<file path="config.mk">
export PLATFORM = sky130hd
export DESIGN_NAME = csr_file
export DESIGN_NICKNAME = d
export VERILOG_FILES = /design/src/rtl/csr_file.sv
export SDC_FILE = /design/constraint.sdc
export NUM_CORES = 1
export LEC_CHECK = 0
export BUFFER_PORTS_ARGS = -buffer_cell sky130_fd_sc_hd__buf_2
export CAP_MARGIN = 20
export CORE_MARGIN = 10
export CORE_UTILIZATION = 55
export CTS_BUF_LIST = sky130_fd_sc_hd__clkbuf_4 sky130_fd_sc_hd__clkbuf_8
export DETAILED_ROUTE_END_ITERATION = 8
export PLACE_DENSITY = 0.74
export SLEW_MARGIN = 20
export SYNTH_ARGS = -nofsm -noshare
export SYNTH_HDL_FRONTEND = slang
export SYNTH_SLANG_ARGS = --single-unit
export TNS_END_PERCENT = 10
</file>
<file path="constraint.sdc">
create_clock -name clk -period 3.77 [get_ports clk]
set_input_delay 0.5655 -clock clk [delete_from_list [all_inputs] [get_ports clk]]
set_output_delay 0.5655 -clock clk [all_outputs]
set_load 0.05 [all_outputs]
</file>
<file path="src/rtl/csr_file.sv">
// Control/status register file: mode, exception, save, interrupt and timer CSRs.
// Reads are combinational from current state; writes, flushes and timer updates land on the next edge.
module csr_file #(
  parameter logic [31:0] TID_RESET = 32'h0
) (
  input  logic        clk,
  input  logic        reset,
  input  logic [13:0] csr_num,
  output logic [31:0] csr_rdata,
  input  logic        csr_we,
  input  logic [31:0] csr_wmask,
  input  logic [31:0] csr_wdata,
  input  logic        excp_flush,
  input  logic        ertn_flush,
  input  logic [5:0]  ecode,
  input  logic [2:0]  esubcode,
  input  logic [31:0] epc,
  output logic [31:0] era,
  output logic [31:0] eentry,
  input  logic [7:0]  hard_int_in,
  input  logic        ipi_int_in,
  output logic        has_int
);

  localparam logic [13:0] CSR_CRMD   = 14'h00;
  localparam logic [13:0] CSR_PRMD   = 14'h01;
  localparam logic [13:0] CSR_ECFG   = 14'h04;
  localparam logic [13:0] CSR_ESTAT  = 14'h05;
  localparam logic [13:0] CSR_ERA    = 14'h06;
  localparam logic [13:0] CSR_EENTRY = 14'h0C;
  localparam logic [13:0] CSR_SAVE0  = 14'h30;
  localparam logic [13:0] CSR_TID    = 14'h40;
  localparam logic [13:0] CSR_TCFG   = 14'h41;
  localparam logic [13:0] CSR_TVAL   = 14'h42;
  localparam logic [13:0] CSR_TICLR  = 14'h44;

  localparam logic [31:0] CRMD_BITS   = 32'h0000_001F;
  localparam logic [31:0] PRMD_BITS   = 32'h0000_0007;
  localparam logic [31:0] ECFG_BITS   = 32'h0000_1BFF;
  localparam logic [31:0] ESTAT_BITS  = 32'h0000_0003;
  localparam logic [31:0] EENTRY_BITS = 32'hFFFF_FFC0;
  localparam logic [31:0] ALL_BITS    = 32'hFFFF_FFFF;
  localparam logic [31:0] CRMD_RESET  = 32'h0000_0008;

  logic [31:0] crmd_q, crmd_d, prmd_q, prmd_d, ecfg_q, ecfg_d;
  logic [31:0] estat_q, estat_d, era_q, era_d, eentry_q, eentry_d;
  logic [31:0] tid_q, tid_d, tcfg_q, tcfg_d, tval_q, tval_d;
  logic [31:0] save_q [4];
  logic [31:0] save_d [4];

  logic we_crmd, we_prmd, we_ecfg, we_estat, we_era, we_eentry;
  logic we_save, we_tid, we_tcfg, we_ticlr;
  logic timer_fire;

  function automatic logic [31:0] merge(input logic [31:0] old, input logic [31:0] wdata,
                                        input logic [31:0] wmask, input logic [31:0] wbits);
    return (old & ~(wmask & wbits)) | (wdata & wmask & wbits);
  endfunction

  assign we_crmd   = csr_we && (csr_num == CSR_CRMD);
  assign we_prmd   = csr_we && (csr_num == CSR_PRMD);
  assign we_ecfg   = csr_we && (csr_num == CSR_ECFG);
  assign we_estat  = csr_we && (csr_num == CSR_ESTAT);
  assign we_era    = csr_we && (csr_num == CSR_ERA);
  assign we_eentry = csr_we && (csr_num == CSR_EENTRY);
  assign we_save   = csr_we && (csr_num[13:2] == CSR_SAVE0[13:2]);
  assign we_tid    = csr_we && (csr_num == CSR_TID);
  assign we_tcfg   = csr_we && (csr_num == CSR_TCFG);
  assign we_ticlr  = csr_we && (csr_num == CSR_TICLR);

  // A TCFG write reloads TVAL, so the countdown pauses for that cycle.
  assign timer_fire = !we_tcfg && tcfg_q[0] && (tval_q == 32'd1);

  always_comb begin
    crmd_d   = we_crmd   ? merge(crmd_q,   csr_wdata, csr_wmask, CRMD_BITS)   : crmd_q;
    prmd_d   = we_prmd   ? merge(prmd_q,   csr_wdata, csr_wmask, PRMD_BITS)   : prmd_q;
    ecfg_d   = we_ecfg   ? merge(ecfg_q,   csr_wdata, csr_wmask, ECFG_BITS)   : ecfg_q;
    estat_d  = we_estat  ? merge(estat_q,  csr_wdata, csr_wmask, ESTAT_BITS)  : estat_q;
    era_d    = we_era    ? merge(era_q,    csr_wdata, csr_wmask, ALL_BITS)    : era_q;
    eentry_d = we_eentry ? merge(eentry_q, csr_wdata, csr_wmask, EENTRY_BITS) : eentry_q;
    tid_d    = we_tid    ? merge(tid_q,    csr_wdata, csr_wmask, ALL_BITS)    : tid_q;
    tcfg_d   = we_tcfg   ? merge(tcfg_q,   csr_wdata, csr_wmask, ALL_BITS)    : tcfg_q;
    for (int i = 0; i < 4; i++) begin
      save_d[i] = (we_save && (csr_num[1:0] == i[1:0]))
                ? merge(save_q[i], csr_wdata, csr_wmask, ALL_BITS) : save_q[i];
    end

    // Hardware commit overrides software writes to the same fields.
    if (excp_flush) begin
      prmd_d[2:0]     = crmd_q[2:0];
      crmd_d[2:0]     = 3'b000;
      era_d           = epc;
      estat_d[21:16]  = ecode;
      estat_d[30:22]  = {6'b0, esubcode};
    end else if (ertn_flush) begin
      crmd_d[2:0]     = prmd_q[2:0];
    end

    estat_d[9:2] = hard_int_in;
    estat_d[12]  = ipi_int_in;
    if (we_ticlr && csr_wdata[0] && csr_wmask[0]) begin
      estat_d[11] = 1'b0;
    end
    if (timer_fire) begin
      estat_d[11] = 1'b1;
    end

    tval_d = tval_q;
    if (we_tcfg) begin
      tval_d = {tcfg_d[31:2], 2'b00};
    end else if (timer_fire) begin
      tval_d = tcfg_q[1] ? {tcfg_q[31:2], 2'b00} : 32'd0;
    end else if (tcfg_q[0] && (tval_q != 32'd0)) begin
      tval_d = tval_q - 32'd1;
    end
  end

  always_ff @(posedge clk) begin
    if (reset) begin
      crmd_q   <= CRMD_RESET;
      prmd_q   <= 32'd0;
      ecfg_q   <= 32'd0;
      estat_q  <= 32'd0;
      era_q    <= 32'd0;
      eentry_q <= 32'd0;
      tid_q    <= TID_RESET;
      tcfg_q   <= 32'd0;
      tval_q   <= 32'd0;
      for (int i = 0; i < 4; i++) save_q[i] <= 32'd0;
    end else begin
      crmd_q   <= crmd_d;
      prmd_q   <= prmd_d;
      ecfg_q   <= ecfg_d;
      estat_q  <= estat_d;
      era_q    <= era_d;
      eentry_q <= eentry_d;
      tid_q    <= tid_d;
      tcfg_q   <= tcfg_d;
      tval_q   <= tval_d;
      for (int i = 0; i < 4; i++) save_q[i] <= save_d[i];
    end
  end

  always_comb begin
    csr_rdata = 32'd0;
    case (csr_num)
      CSR_CRMD:   csr_rdata = crmd_q;
      CSR_PRMD:   csr_rdata = prmd_q;
      CSR_ECFG:   csr_rdata = ecfg_q;
      CSR_ESTAT:  csr_rdata = estat_q;
      CSR_ERA:    csr_rdata = era_q;
      CSR_EENTRY: csr_rdata = eentry_q;
      14'h30, 14'h31, 14'h32, 14'h33: csr_rdata = save_q[csr_num[1:0]];
      CSR_TID:    csr_rdata = tid_q;
      CSR_TCFG:   csr_rdata = tcfg_q;
      CSR_TVAL:   csr_rdata = tval_q;
      default:    csr_rdata = 32'd0;
    endcase
  end

  assign era     = era_q;
  assign eentry  = eentry_q;
  assign has_int = crmd_q[2] && (|(estat_q[12:0] & ecfg_q[12:0]));

endmodule

</file>
[Word level (Yosys, flattened, before mapping)]
Memory sizes are Yosys's and may differ from the RTL's.
Index checks and enable logic that the tools add are counted.
Cells by class
  add/sub/neg operators: 1
  equality and inequality tests: 18
  mux-type cells: 27
  bitwise operators: 36
  reductions and logical operators: 35
Operator list (count)
  $mux 32: 15
  $and 32x32->32: 13
  $pmux 32 s10: 1
  $or 32x32->32: 8
  $not 32->32: 2
  $eq 14x6->1 const B: 4
  $eq 14x7->1 const B: 4
  $eq 14x3->1 const B: 3
  $eq 32x1->1 const B: 1
  $not 13->32: 1
  $not 2->32: 1
  $not 3->32: 1
  $not 5->32: 1
  $or 32x13->32: 1
  $or 32x2->32: 1
  $or 32x3->32: 1
  $or 32x5->32: 1
  $reduce_bool 32->1: 1
  $sub 32x1->32 const B: 1
  $mux 25: 1
  $logic_and 1x1->1: 20
  $eq 14x1->1 const B: 1
  $eq 14x4->1 const B: 1
  $logic_not 14->1: 1
  15 further kinds: 32
Storage, ports and cells
  register bits: 288
  RAM bits: 128
  input port bits: 133
  output and inout bits: 97
  logic and storage cells: 135
  memories kept: 1
Memories
  save_q: depth 4, bits a word 32, read ports 5, clocked after Yosys merged registers in 0, wr ports 4, RTL line 48  | logic [31:0] save_q [4];

[Longest topological paths before layout]
  word-level depth: 7
  depth in mapped cells: 9
  mapped depth without buffers: 8

[Worst setup path before layout]
No wires, ideal clock.
  kind: input to output
  start: in csr_num[11]
  end: out csr_rdata[11]
  arrival: 3.114 ns
  path slack: 0.091 ns
  stages: 8
  buffers on the path: 3
  path through: or4_1 > or4_1 > buf_2 > nor3_2 > clkbuf_1 > buf_2 > a22oi_1 > nand4_1
Between the ends
  word-level cells in the longest chain between the ends: 3
  elaborated cells on any way between the ends: 15
  classes of those cells: eq/ne: 12; mux: 1; reduce/logical: 2
RTL lines
  start: declaration: RTL line 8  | input logic [13:0] csr_num,
  $eq 14x6->1: RTL line 146  | case (csr_num)
  $reduce_or 4->1: RTL line 146
  $pmux 32 s10 (*): RTL line 146
  end: declaration: RTL line 9  | output logic [31:0] csr_rdata,
Mark *: on every way between the ends. The rest lies on a longest branch, timed or not.

[Final worst setup path]
  start: in csr_num[11]
  end: out csr_rdata[16]
The elaborated chain is that of the path after synthesis.

==> metrics.yaml <==
setup_path:
  critical_path.endpoint_type: "primary output"
  slowest_stage: "or4_1"
  critical_path_class: "input pin to primary output"
  critPathLaunch: "csr_num[11]"
  cp.arrival_ns: 2.95
  endpoint: "csr_rdata[16]"
  critPathMaxStageDelay_ns: 0.59
  crit_fanout: 17
  required_ns: 3.20
  r2r-start: "tval_q[27]$_SDFFE_PP0P_"
  ff2ff_path_depth: 7
  crit_chain: "buf_2, or4_1, or4_1, buf_4, nor3_2, buf_4, a222oi_1, nand3_1, buf_2"
  cp-start-kind: "input pin"
  r2r_setup_slack_ns: 0.48
  rr_endpoint: "tval_q[11]$_SDFFE_PP0P_"
timing:
  skew_ns: 0.0396
  setup_violations: 0
  rsz0062_at_grt: "no"
  post-route-period-util_pct: 93.4
  worst_pin_slew_ns: 1.15
  setup_tns_ns: 0
  max_freq_ghz: 0.284
  relSlewSlack_pct: 23.5
  fin_crit_ns: 3.52
  hold_violations: 0
  finalMaxSlewViolations: 0
  fin_ws_ns: 0.250
synthesis:
  yosysTopAreaCell: "dfxtp_1"
  syn-cell-area_sq_mm: 0.0168
  async_reset_ff_share_pct: 0
  syn-mean-instance-area_sq_um: 8.03
  ys.flop_type: "dfxtp_1"
  synth_area_leaders: "dfxtp_1 (39%), nand2_1 (8.7%), mux2i_1 (7.3%), nand3_1 (5.9%), a21oi_1 (5.3%)"
  ys_seq_area_share_pct: 38.5
  synth_cell_types: 59
  synth-seq-cells: 323
  synthCells: 2091
  synth-edff-count: 0
  ys_warn_count: 0
  post-synth-top-area-fraction_pct: 38.5
pwr:
  pwr_density_cell_mw_per_mm2: 388
  p_leak_nw: 7.80
  irDropWorstVdd_mv: 0.250
drt:
  vias_per_cell: 6.33
  drt_iter0_markers: 2466
  vias: 16800
  drt_wl_total_mm: 58.1
  drtPass1Iterations: 8
  drtAntennaViolNets: 0
  drc: 0
  wire_per_inst_um: 21.9
grt:
  grt_pass1_vias: 15700
  gr-total-overflow: 0
  antenna_found_initial: 3
  grt_use_total_pct: 28.9
  grt_pass1_wl_mm: 90.4
  grt_max_degree: 182
flow_run:
  cap_violations: 0
finish:
  multi_input_area_sq_mm: 0.00951
  drive_gt1_share_pct: 21.0
  nFillCells: 2529
  register_area_sq_mm: 0.00647
  syn_to_final_growth_pct: 16.1
  finish.utilization_pct: 65.3
  finalNonFillerCells: 2654
  nets: 2349
placed_design:
  gp_congestion: 0.901
  place_hpwl_mm: 38.9
  dp_slack_ns: 0.289
  io_buffers: 223
  dp.cells: 2546
clock_network:
  postCtsSetupBuffers: 0
  numCtsBuffers: 56
  cts_resized: 0
  h-tree-depth: 2
  cts_sinks: 323
  clk_pin_slew_ns: 0.06
  clk_path_buf_depth: 3
  hold_buffers: 0
  cts_tree: "built"
  root_buffer: "clkbuf_8"
  clkLatencyLatePin_ns: 0.63
floorplan:
  die_h_um: 195
  die-area_sq_mm: 0.0379
  core_area_sq_mm: 0.0299
  floorplan.initialDensity_pct: 56.2
  io_pins: 230
  rows: 63
  fp.dieW_um: 195
worst_hold_path:
  hold_class: "input pin to flip-flop"
  min_path_cells: 2
status:
  status: "completed"
worst max-delay path: cells and delay by family:
family	cells	cell delay (ns)
and+or+nand+nor	4	1.32
AOI/OAI and AO/OA	1	0.16
buffers and inverters	4	0.89
cell type report:
| class | count | area share (%) |
|---|---|---|
| Clock buffer | 94 | 6.03 |
| Antenna cell | 2 | 0.0257 |
| Timing Repair Buffer | 280 | 8.78 |
| Sequential cell | 323 | 33.2 |
| Multi-Input combinational cell | 1536 | 48.8 |
| Clock inverter | 12 | 0.385 |
| Tap cell | 390 | 2.50 |
| Inverter | 17 | 0.327 |
placed cells by master, fill, tap and decap left out, types with 14 or more instances in the layout:
master    instances
a21boi_0         22
a21oi_1         177
a22oi_1          95
a311oi_1         30
a31oi_1          34
buf_2           219
buf_4            48
clkbuf_4         19
clkbuf_8         75
dfxtp_1         323
inv_1            15
mux2_2           29
mux2i_1         123
mux4_2           32
nand2_1         390
nand3_1         198
nand4_1          14
nor2_1          138
nor2b_1          37
nor3_1           39
o22ai_1          27
xnor2_1          20
per-stage QoR:
step           cell area (sq um)  power, W  hold WS [ns]
3_5_place_dp               18200   0.00414         0.440
3_3_place_gp               18200   0.00413         0.435
4_1_cts                    19500   0.00756         0.147
5_1_grt                    19500   0.00778         0.153
2_1_floorplan              16800   0.00393         0.429
6_report                   19500   0.00757         0.154
where the power goes:
group / switching (W) / total, W / leakage, nW / internal (W)
Clock: 0.00152 / 0.00349 / 0.677 / 0.00197
Sequential: 0.0000317 / 0.00348 / 2.61 / 0.00345
Combinational: 0.000425 / 0.000592 / 4.51 / 0.000167
Total: 0.00198 / 0.00757 / 7.80 / 0.00559
synth_stat cells (27+ instances only):
library cell,number
nand2_1,390
clkbuf_1,198
a22oi_1,95
nor2b_1,37
nor3_1,44
o22ai_1,27
mux4_2,32
a21oi_1,177
nor2_1,138
a31oi_1,34
a311oi_1,30
dfxtp_1,323
nand3_1,199
mux2_2,29
mux2i_1,123
how the worst min path moves through the flow:
stage,from,endpoint
3_5_place_dp,flip-flop,flip-flop
4_1_cts,hard_int_in[6],estat_q[8]$_SDFF_PP0_
6_report,hard_int_in[2],estat_q[4]$_SDFF_PP0_
3_3_place_gp,flip-flop,flip-flop
2_1_floorplan,flip-flop,flip-flop
5_1_grt,hard_int_in[4],estat_q[6]$_SDFF_PP0_
metal layers:
metal / global-route usage, % / wire length (um) / up-vias
met4: 9.21 / 1590 / 2
met3: 5.16 / 6080 / 131
li1: - / - / 7689
met1: 38.6 / 23200 / 8042
met5: 0 / 13 / -
met2: 46.3 / 27200 / 930
logic make-up (layout without fill, tap and decap cells):
group                      after synthesis  count (layout)  share of synthesized area [%]
DFF                                    323             323                           38.5
and+or+nand+nor                        883             883                           23.8
adders and majority gates                2               2                          0.149
xor gates and xnor gates                28              28                           1.46
buffers and inverters                  237             403                           5.59
AOI/OAI and AO/OA                      433             433                           16.9
other                                    1               8                         0.0223
muxes                                  184             184                           13.6
(Power assumes the default switching activity.)
